### src/rtl/apb_ucpd_tx_enc.sv
// USB-PD TX symbol encoder: preamble, SOP ordered set, 4b5b payload, CRC-32 and EOP serialisation.
// Define UCPD_TX_BIST_EN to build in the BIST carrier (mode 2) generator.
module apb_ucpd_tx_enc #(
  parameter int unsigned PRE_LEN  = 64,
  parameter logic [31:0] CRC_INIT = 32'hFFFF_FFFF
) (
  input  logic        ic_clk,
  input  logic        ic_rst_n,
  input  logic        ucpden,
  input  logic        bit_clk_red,
  input  logic        pre_en,
  input  logic        sop_en,
  input  logic        data_en,
  input  logic        crc_en,
  input  logic        eop_en,
  input  logic        wait_en,
  input  logic        bist_en,
  input  logic        txfifo_ld_en,
  input  logic [7:0]  tx_byte,
  input  logic [19:0] tx_ordset,
  output logic        tx_bit,
  output logic [31:0] tx_crc,
  output logic        tx_bit_vld
);

  typedef enum logic [2:0] {
    PH_IDLE, PH_PRE, PH_SOP, PH_DATA, PH_CRC, PH_EOP, PH_BIST
  } phase_e;

  localparam logic [4:0]  EOP_SYM  = 5'b01101;
  localparam logic [31:0] CRC_POLY = 32'hEDB8_8320;

  function automatic logic [4:0] enc_4b5b(input logic [3:0] nib);
    logic [4:0] code;
    case (nib)
      4'h0: code = 5'b11110;
      4'h1: code = 5'b01001;
      4'h2: code = 5'b10100;
      4'h3: code = 5'b10101;
      4'h4: code = 5'b01010;
      4'h5: code = 5'b01011;
      4'h6: code = 5'b01110;
      4'h7: code = 5'b01111;
      4'h8: code = 5'b10010;
      4'h9: code = 5'b10011;
      4'hA: code = 5'b10110;
      4'hB: code = 5'b10111;
      4'hC: code = 5'b11010;
      4'hD: code = 5'b11011;
      4'hE: code = 5'b11100;
      default: code = 5'b11101;
    endcase
    return code;
  endfunction

  // Reflected CRC-32, one byte per call, data LSB first.
  function automatic logic [31:0] crc_byte(input logic [31:0] crc, input logic [7:0] data);
    logic [31:0] c;
    c = crc;
    for (int i = 0; i < 8; i++) begin
      if (c[0] ^ data[i]) c = (c >> 1) ^ CRC_POLY;
      else                c = c >> 1;
    end
    return c;
  endfunction

  function automatic logic [39:0] enc_crc(input logic [31:0] crc);
    logic [39:0] sym;
    sym = '0;
    for (int i = 0; i < 8; i++) sym[i*5 +: 5] = enc_4b5b(crc[i*4 +: 4]);
    return sym;
  endfunction

  logic [6:0]  phase_vec, phase_q;
  logic        phase_chg;
  phase_e      ph;
  // pos[5:0] is the symbol index; pos[6] only records an exhausted preamble.
  logic [6:0]  pos, pos_eff, pos_nxt;
  logic [7:0]  byte_hold;
  logic [9:0]  enc10;
  logic [39:0] enc40, crc_sym;
  logic [31:0] crc_reg;
  logic        sym_bit, ld_ok, pre_start, crc_start;

  assign phase_vec = {bist_en, wait_en, eop_en, crc_en, data_en, sop_en, pre_en};
  assign phase_chg = (phase_vec != phase_q);
  assign pos_eff   = phase_chg ? 7'd0 : pos;
  assign ld_ok     = txfifo_ld_en & (data_en | sop_en);
  assign pre_start = pre_en & ~phase_q[0];
  assign crc_start = crc_en & ~phase_q[3];
  assign enc10     = {enc_4b5b(byte_hold[7:4]), enc_4b5b(byte_hold[3:0])};
  assign crc_sym   = crc_start ? enc_crc(tx_crc) : enc40;
  assign tx_crc    = ~crc_reg;

  // NOTE: every variable written in always_comb gets a default first, so no path can infer a latch.
  always_comb begin
    ph = PH_IDLE;
    if      (pre_en)  ph = PH_PRE;
    else if (sop_en)  ph = PH_SOP;
    else if (data_en) ph = PH_DATA;
    else if (crc_en)  ph = PH_CRC;
    else if (eop_en)  ph = PH_EOP;
`ifdef UCPD_TX_BIST_EN
    else if (bist_en) ph = PH_BIST;
`endif
  end

  always_comb begin
    pos_nxt = (pos_eff == 7'h7F) ? pos_eff : pos_eff + 7'd1;
    case (ph)
      PH_DATA: pos_nxt = (pos_eff >= 7'd9) ? 7'd0 : pos_eff + 7'd1;
`ifdef UCPD_TX_BIST_EN
      PH_BIST: pos_nxt = {1'b0, pos_eff[5:0] + 6'd1};
`endif
      default: ;
    endcase
  end

  always_comb begin
    sym_bit = 1'b0;
    case (ph)
      PH_PRE:  sym_bit = (32'(pos_eff) < PRE_LEN) ? pos_eff[0] : 1'b0;
      PH_SOP:  if (pos_eff < 7'd20) sym_bit = tx_ordset[pos_eff[4:0]];
      PH_DATA: if (pos_eff < 7'd10) sym_bit = enc10[pos_eff[3:0]];
      PH_CRC:  if (pos_eff < 7'd40) sym_bit = crc_sym[pos_eff[5:0]];
      PH_EOP:  if (pos_eff < 7'd5)  sym_bit = EOP_SYM[pos_eff[2:0]];
`ifdef UCPD_TX_BIST_EN
      PH_BIST: sym_bit = ~pos_eff[0];
`endif
      default: sym_bit = 1'b0;
    endcase
  end

  // NOTE: sequential state uses non-blocking assignments so every register samples pre-edge values.
  always_ff @(posedge ic_clk or negedge ic_rst_n) begin
    if (!ic_rst_n) begin
      phase_q    <= '0;
      pos        <= '0;
      tx_bit     <= 1'b0;
      tx_bit_vld <= 1'b0;
      byte_hold  <= '0;
      crc_reg    <= CRC_INIT;
      enc40      <= '0;
    end else if (!ucpden) begin
      phase_q    <= '0;
      pos        <= '0;
      tx_bit     <= 1'b0;
      tx_bit_vld <= 1'b0;
      byte_hold  <= '0;
      crc_reg    <= CRC_INIT;
      enc40      <= '0;
    end else begin
      phase_q    <= phase_vec;
      tx_bit_vld <= (ph != PH_IDLE);

      if (bit_clk_red)    pos <= pos_nxt;
      else if (phase_chg) pos <= '0;

      if (ph == PH_IDLE)    tx_bit <= 1'b0;
      else if (bit_clk_red) tx_bit <= sym_bit;

      // A load in the same cycle as a phase change still lands; the new byte is sent next.
      if (ld_ok) begin
        byte_hold <= tx_byte;
        crc_reg   <= crc_byte(crc_reg, tx_byte);
      end else if (pre_start) begin
        crc_reg   <= CRC_INIT;
      end

      if (crc_start) enc40 <= enc_crc(tx_crc);
    end
  end

endmodule

### config.mk
export PLATFORM = sky130hd
export DESIGN_NAME = apb_ucpd_tx_enc
export DESIGN_NICKNAME = d
export VERILOG_FILES = /design/src/rtl/apb_ucpd_tx_enc.sv
export SDC_FILE = /design/constraint.sdc
export NUM_CORES = 1
export LEC_CHECK = 0
export ABC_AREA = 1
export CORE_ASPECT_RATIO = 1.2
export CORE_MARGIN = 8
export CORE_UTILIZATION = 45
export DETAILED_ROUTE_END_ITERATION = 7
export PLACE_DENSITY = 0.69
export SYNTH_ARGS = -nofsm -noshare
export SYNTH_HDL_FRONTEND = slang
export SYNTH_SLANG_ARGS = --single-unit
### constraint.sdc
create_clock -name ic_clk -period 3.9 [get_ports ic_clk]
set_input_delay 0.78 -clock ic_clk [delete_from_list [all_inputs] [get_ports ic_clk]]
set_output_delay 0.78 -clock ic_clk [all_outputs]
set_load 0.01 [all_outputs]
* Word level (Yosys, flattened, before mapping) *
Memory sizes are Yosys's and may differ from the RTL's.
Index checks and enable logic that the tools add are counted.

word-level totals
  register bits = 96
  memory bits (writable) = 0
  output and inout port bits = 34
  memories kept = 19
  input bits = 40
  bits in read-only memories = 1448
  logic and storage cells = 132
  bits in latches = 0

memories
  name              depth  width  rd ports  clocked after memory_dff  write ports  line  text
  (no name shown)   16     5      1         0                         0            35    case (nib)
  (no name shown)   16     5      1         0                         0            35
  (no name shown)   16     5      1         0                         0            35
  (no name shown)   16     5      1         0                         0            35
  (no name shown)   16     5      1         0                         0            35
  (no name shown)   16     5      1         0                         0            35
  13 more memories  --     --     --        --                        --           --

operators by class
  add/subtract/negate cells = 1
  equality and inequality tests = 11
  mux-type cells = 59
  reduce and logical (&&, ||, !) cells = 2
  multiply operators = 0
  divide/modulo/power cells = 0
  shift-type cells = 0
  bitwise gates (word level) = 23
  $lt $le $gt $ge = 10

operators by type and width
  kind                                                                                  number
  32-bit two-way mux                                                                    25
  40-bit two-way mux                                                                    3
  13-bit inverter with 14-bit output                                                    8
  7-bit two-way mux                                                                     7
  32-bit inverter                                                                       1
  8-bit two-way mux                                                                     2
  3-bit two-way mux                                                                     5
  1-bit two-way mux                                                                     13
  1-bit bitwise XOR                                                                     8
  7-bit by 1-bit adder with 7-bit output (second input constant)                        1
  7-bit equality test (second input constant)                                           1
  7-bit by 4-bit greater-or-equal comparator with 1-bit output (second input constant)  1
  6-bit by 7-bit less-than comparator with 1-bit output (second input constant)         1
  7-bit by 3-bit less-than comparator with 1-bit output (second input constant)         1
  7-bit by 4-bit less-than comparator with 1-bit output (second input constant)         1
  7-bit by 5-bit less-than comparator with 1-bit output (second input constant)         1
  7-bit by 6-bit less-than comparator with 1-bit output (second input constant)         1
  7-bit less-than comparator (second input constant)                                    1
  7-bit inequality test                                                                 1
  1-bit binary-select mux with 6-bit select                                             1
  3-bit by 2-bit equality test with 1-bit output (second input constant)                2
  3-bit equality test (second input constant)                                           2
  5-bit by 6-bit less-than comparator with 1-bit output (second input constant)         1
  3-bit by 1-bit inequality test with 1-bit output (second input constant)              2
  other kinds (12)                                                                      16

* Longest topological paths before layout *
  word-level depth = 32
  depth in mapped cells = 21
  gate-level depth less buffers = 21

* Worst setup path before layout *
Ideal clock, no wire load.

  path kind = input port to flip-flop
  from = input crc_en
  to = register pos[0]
  path slack = 1183 ps
  stages = 17
  arrival time = 2623 ps
  setup time = 94 ps
  data required time = 3806 ps
  path buffers = 1
  cells stage by stage = ha_1 > nand2_1 > inv_1 > nand2_1 > nor2_1 > nand4_2 > inv_2 > buf_2 > ha_1 > nand2_1 > nor2_1 > nand2_1 > inv_2 > nand4_2 > nand2_1 > a21oi_1 > a211oi_1

on the way
  cells in the longest elaborated chain, start to end = 8
  elaborated cells between the ends (all ways) = 15
  those cells by class = add/sub (1); order compare (1); eq/ne (3); mux (10)

ends and longest elaborated chain
  item                                                                            line  text
  from (decl)                                                                     14    input logic crc_en,
  branches (longest 6 deep; another with 7-bit by 1-bit adder with 7-bit output)  --
  7-bit two-way mux (*)                                                           156   if (bit_clk_red) pos <= pos_nxt;
  7-bit two-way mux (*)                                                           144   end else if (!ucpden) begin
  to (signal assigned)                                                            156
  to (decl)                                                                       78    logic [6:0] pos, pos_eff, pos_nxt;

Mark *: on every way between the ends.
A chain may end at the register's enable or synchronous reset.

* Worst setup path after layout *
  from = input crc_en
  to = register tx_bit

on the way
  cells in the longest elaborated chain, start to end = 9
  elaborated cells between the ends (all ways) = 37
  those cells by class = order compare (5); eq/ne (7); mux (22); bitwise (1); reduce/logical (1); memory (1)

ends and longest elaborated chain
  item                                                               line  text
  7-bit inequality test (tied with other cells)                      86    assign phase_chg = (phase_vec != phase_q);
  7-bit two-way mux (tied with other cells)                          --
  1-bit binary-select mux with 6-bit select (tied with other cells)  125   PH_CRC: if (pos_eff < 7'd40) sym_bit = crc_sym[pos_eff[5:0]];
  1-bit two-way mux (not written as such) (tied with other cells)    125
  1-bit two-way mux (tied with other cells)                          125
  1-bit case mux with 5 select lines                                 121   case (ph)
  1-bit two-way mux                                                  160   else if (bit_clk_red) tx_bit <= sym_bit;
  1-bit two-way mux                                                  159   if (ph == PH_IDLE) tx_bit <= 1'b0;
  1-bit two-way mux                                                  144
  to (signal assigned)                                               160
  to (decl)                                                          21    output logic tx_bit,

Several ways; a longest one is shown, not always the timed one. The select of a mux whose other input is x is not followed.

==> impl_metrics.ini <==
[die]
dieHeight_um = 147
fp.dieArea_um2 = 18400
pin_count = 74
rows = 48
core_area_um2 = 14200
start_util_pct = 45.3
die_w_um = 125

[clocking]
cts_made_buffers = 9
cts-resized-gates = 0
cts_tree = yes
clk_path_buf_depth = 2
cts_root_buf = clkbuf_16
hold_buffers = 0
h-tree-depth = 3
post_cts_buffers = 0
cts.sinks = 96
path_clk_slew_ns = 0.07
clk_latency_ns = 0.36

[synthesis]
synth_top_family_by_area = simple AND/OR/NAND/NOR gates
synthAdderAreaFrac_pct = 0.779
synth.cell_area_um2 = 6430
synth_compound_area_share_pct = 15.1
synth_xor_area_share_pct = 11.2
synthMuxAreaShare_pct = 0.156
synthCells = 857
avgSynthCellArea_um2 = 7.50
synth_warnings = 0
syn_nets = 901
synth_seq_cells = 96
seq_area_frac_synth_pct = 38.0
synth_cell_types = 52
synthSimpleGateAreaFrac_pct = 24.6

[sta]
fin_tns_setup_ns = 0
slew_violations = 0
timing.hold.ws_ns = 0.532
fin_crit_sh_pct = 78.1
worst_slew_pin_slew_ns = 0.846
finalCriticalPeriod_ns = 3.05
clock_skew_ns = 0.00912
grt_setup_unrepaired = no
finalHoldViolCount = 0
max_slew_margin_pct = 43.2
layout_setup_ws_ns = 0.853
setup_viol = 0
max_freq_ghz = 0.328

[drt]
drc_errors = 0
first_pass_iters = 7
drt.antenna.violating_nets = 0
viasPerCell = 5.41
drt_wl_total_mm = 19.1
wl_per_cell_um = 17.4
first_iter_violations = 488
via_count = 5957

[setup_path]
crit_path_end_kind = flip-flop
crit_path_end = tx_bit
crit_path_start_kind = input port
r2r_cells = 20
cpMostUsedCell = nand2_1
r2r_end = tx_bit
worstPathMaxFanout = 12
rrSetupSlack_ns = 1.41
cp-startpoint = crc_en
crit_arrival_ns = 3.33
worstSetupPathType = in2reg
slowest_delay_ns = 0.47
crit_chain = clkdlybuf4s50_1 > ha_2 > nand2_1 > inv_1 > nand2_1 > nor2_1 > nand2_1 > nor2_4 > nand2_2 > a21oi_1 > nand2_1 > nand2_1 > nor2_1 > nor2_1 > nor2_1 > nand2_1 > nand2_1 > nand2_1 > nand2_1 > a21oi_1
crit_required_ns = 4.18
regToRegStartpoint = phase_q[3]
crit_path_top_delay_cell = clkdlybuf4s50_1

[worst_hold_path]
hold_class = in2async

[place]
place_area_um2 = 7350
place_hpwl_mm = 14.6
post-place-ws_ns = 0.493
numPortBuffers = 73
gp_congestion = 0.877

[power]
vdd_drop_max_mv = 0.203
p_clk_share_pct = 24.0
seqPwrFrac_pct = 35.5
powerDensity_nw_per_um2 = 514
leakagePower_nw = 3.71
p_comb_share_pct = 40.5
switching_share_pct = 38.6
switching_power_mw = 1.52
p_int_mw = 2.42

[finish]
nFillCells = 1377
final_layout_size_suffix_gt1_share_pct = 12.0
largest_reg_flops = 40
area_delta_synth_final_pct = 19.2
fin_area_um2 = 7660
layout_commonest_cell = nand2_1
n_antenna_cell = 0
nets = 965
most-common-layout-cells = nand2_1, inv_1, nor2_1

[global_route]
grt_max_degree = 62
grt_overflow = 0
grt_pass1_wl_mm = 31.4
grt_use_total_pct = 21.5
antenna_found_initial = 0
grt_pass1_vias = 5961

[outcome]
outcome = complete, no violations

[job]
drv_cap = 0
-- per-stage QoR --
| stage | utilization (%) | power [mW] | instances |
|---|---|---|---|
| 5_1_grt | 54.1 | 4.17 | 1101 |
| 3_5_place_dp | 51.8 | 2.99 | 1085 |
| 6_report | 54.1 | 3.94 | 1101 |
| 3_3_place_gp | 51.8 | 2.97 | 1085 |
| 2_1_floorplan | - | 2.41 | 857 |
| 4_1_cts | 54.1 | 3.96 | 1101 |
-- cells by family (layout without fill, tap and decap cells) --
family / count (synthesis) / count (layout)
compound gates: 165 / 165
xor+xnor: 67 / 67
fa+ha+maj: 4 / 4
buf+inv: 159 / 228
flops: 96 / 96
mux: 1 / 1
simple gates: 365 / 365
-- metal layers --
metal	GRT usage, %	vias up	wire length, µm
met5	0	-	0
met4	11.5	0	899
li1	-	2895	-
met2	34.7	210	8970
met3	4.97	52	1170
met1	26.1	2800	8100
-- Yosys cell counts (all sizes together) --
master     n  share of area (%)
xor2      45                6.9
o2111ai    1               0.14
a22oi     10                1.2
nor2     106                6.9
buf       16                1.8
clkbuf    20                1.2
xnor2     22                4.3
o31ai      3               0.35
ha         4               0.78
a2bb2oi    1               0.14
a21oi     33                2.6
o221ai     1               0.14
o41ai      1               0.14
o22ai     20                1.9
nand2    177                 11
a21boi     2               0.23
o21ai     66                5.1
a211oi     5               0.66
clkinv     4               0.23
o211ai    10                1.2
nand3b     3               0.35
nor4       2               0.19
o32ai      1               0.14
inv      119                7.0
mux2i      1               0.16
a221oi     2               0.27
nand3     61                4.8
a31oi      6               0.58
nand4      6               0.78
nor3       8               0.70
o311ai     1               0.14
dfrtp     64                 25
dfstp     32                 13
or2        2               0.19
o21bai     2               0.23
-- cell type report --
cell class                      instances  area [µm²]  share of cell area [%]
Clock buffer                           11         253                    3.30
Clock inverter                          5        63.8                   0.833
Inverter                              123         462                    6.03
Multi-Input combinational cell        602        3340                    43.5
Sequential cell                        96        2440                    31.9
Tap cell                              175         219                    2.86
Timing Repair Buffer                   89         886                    11.6
-- how the worst min path moves through the flow --
stage	slack [ns]	start	cells after the start	to
after floorplan	0.47	enc40[24]	2	enc40[24]
after global placement	0.51	enc40[21]	2	enc40[21]
after detailed placement	0.52	enc40[2]	2	enc40[2]
after CTS	0.53	enc40[2]	2	enc40[2]
after global routing	0.57	enc40[22]	2	enc40[22]
final	0.53	ic_rst_n	1	byte_hold[3]
-- worst max-delay path: cells and delay by family --
kind	cells	cell delay [ns]
AO/OA/AOI/OAI	2	0.29
adder cells (fa/ha/maj)	1	0.35
buffers and inverters	2	0.53
AND/OR/NAND/NOR	15	1.36
-- power groups by stage --
stage                     clock [mW]  combinational, mW  sequential, mW
after floorplan                    0               1.09            1.32
after CTS                      0.968               1.60            1.39
after global routing            1.00               1.76            1.42
after global placement             0               1.56            1.41
after detailed placement           0               1.58            1.41
final                          0.945               1.59            1.40
(Power assumes the default switching activity.)
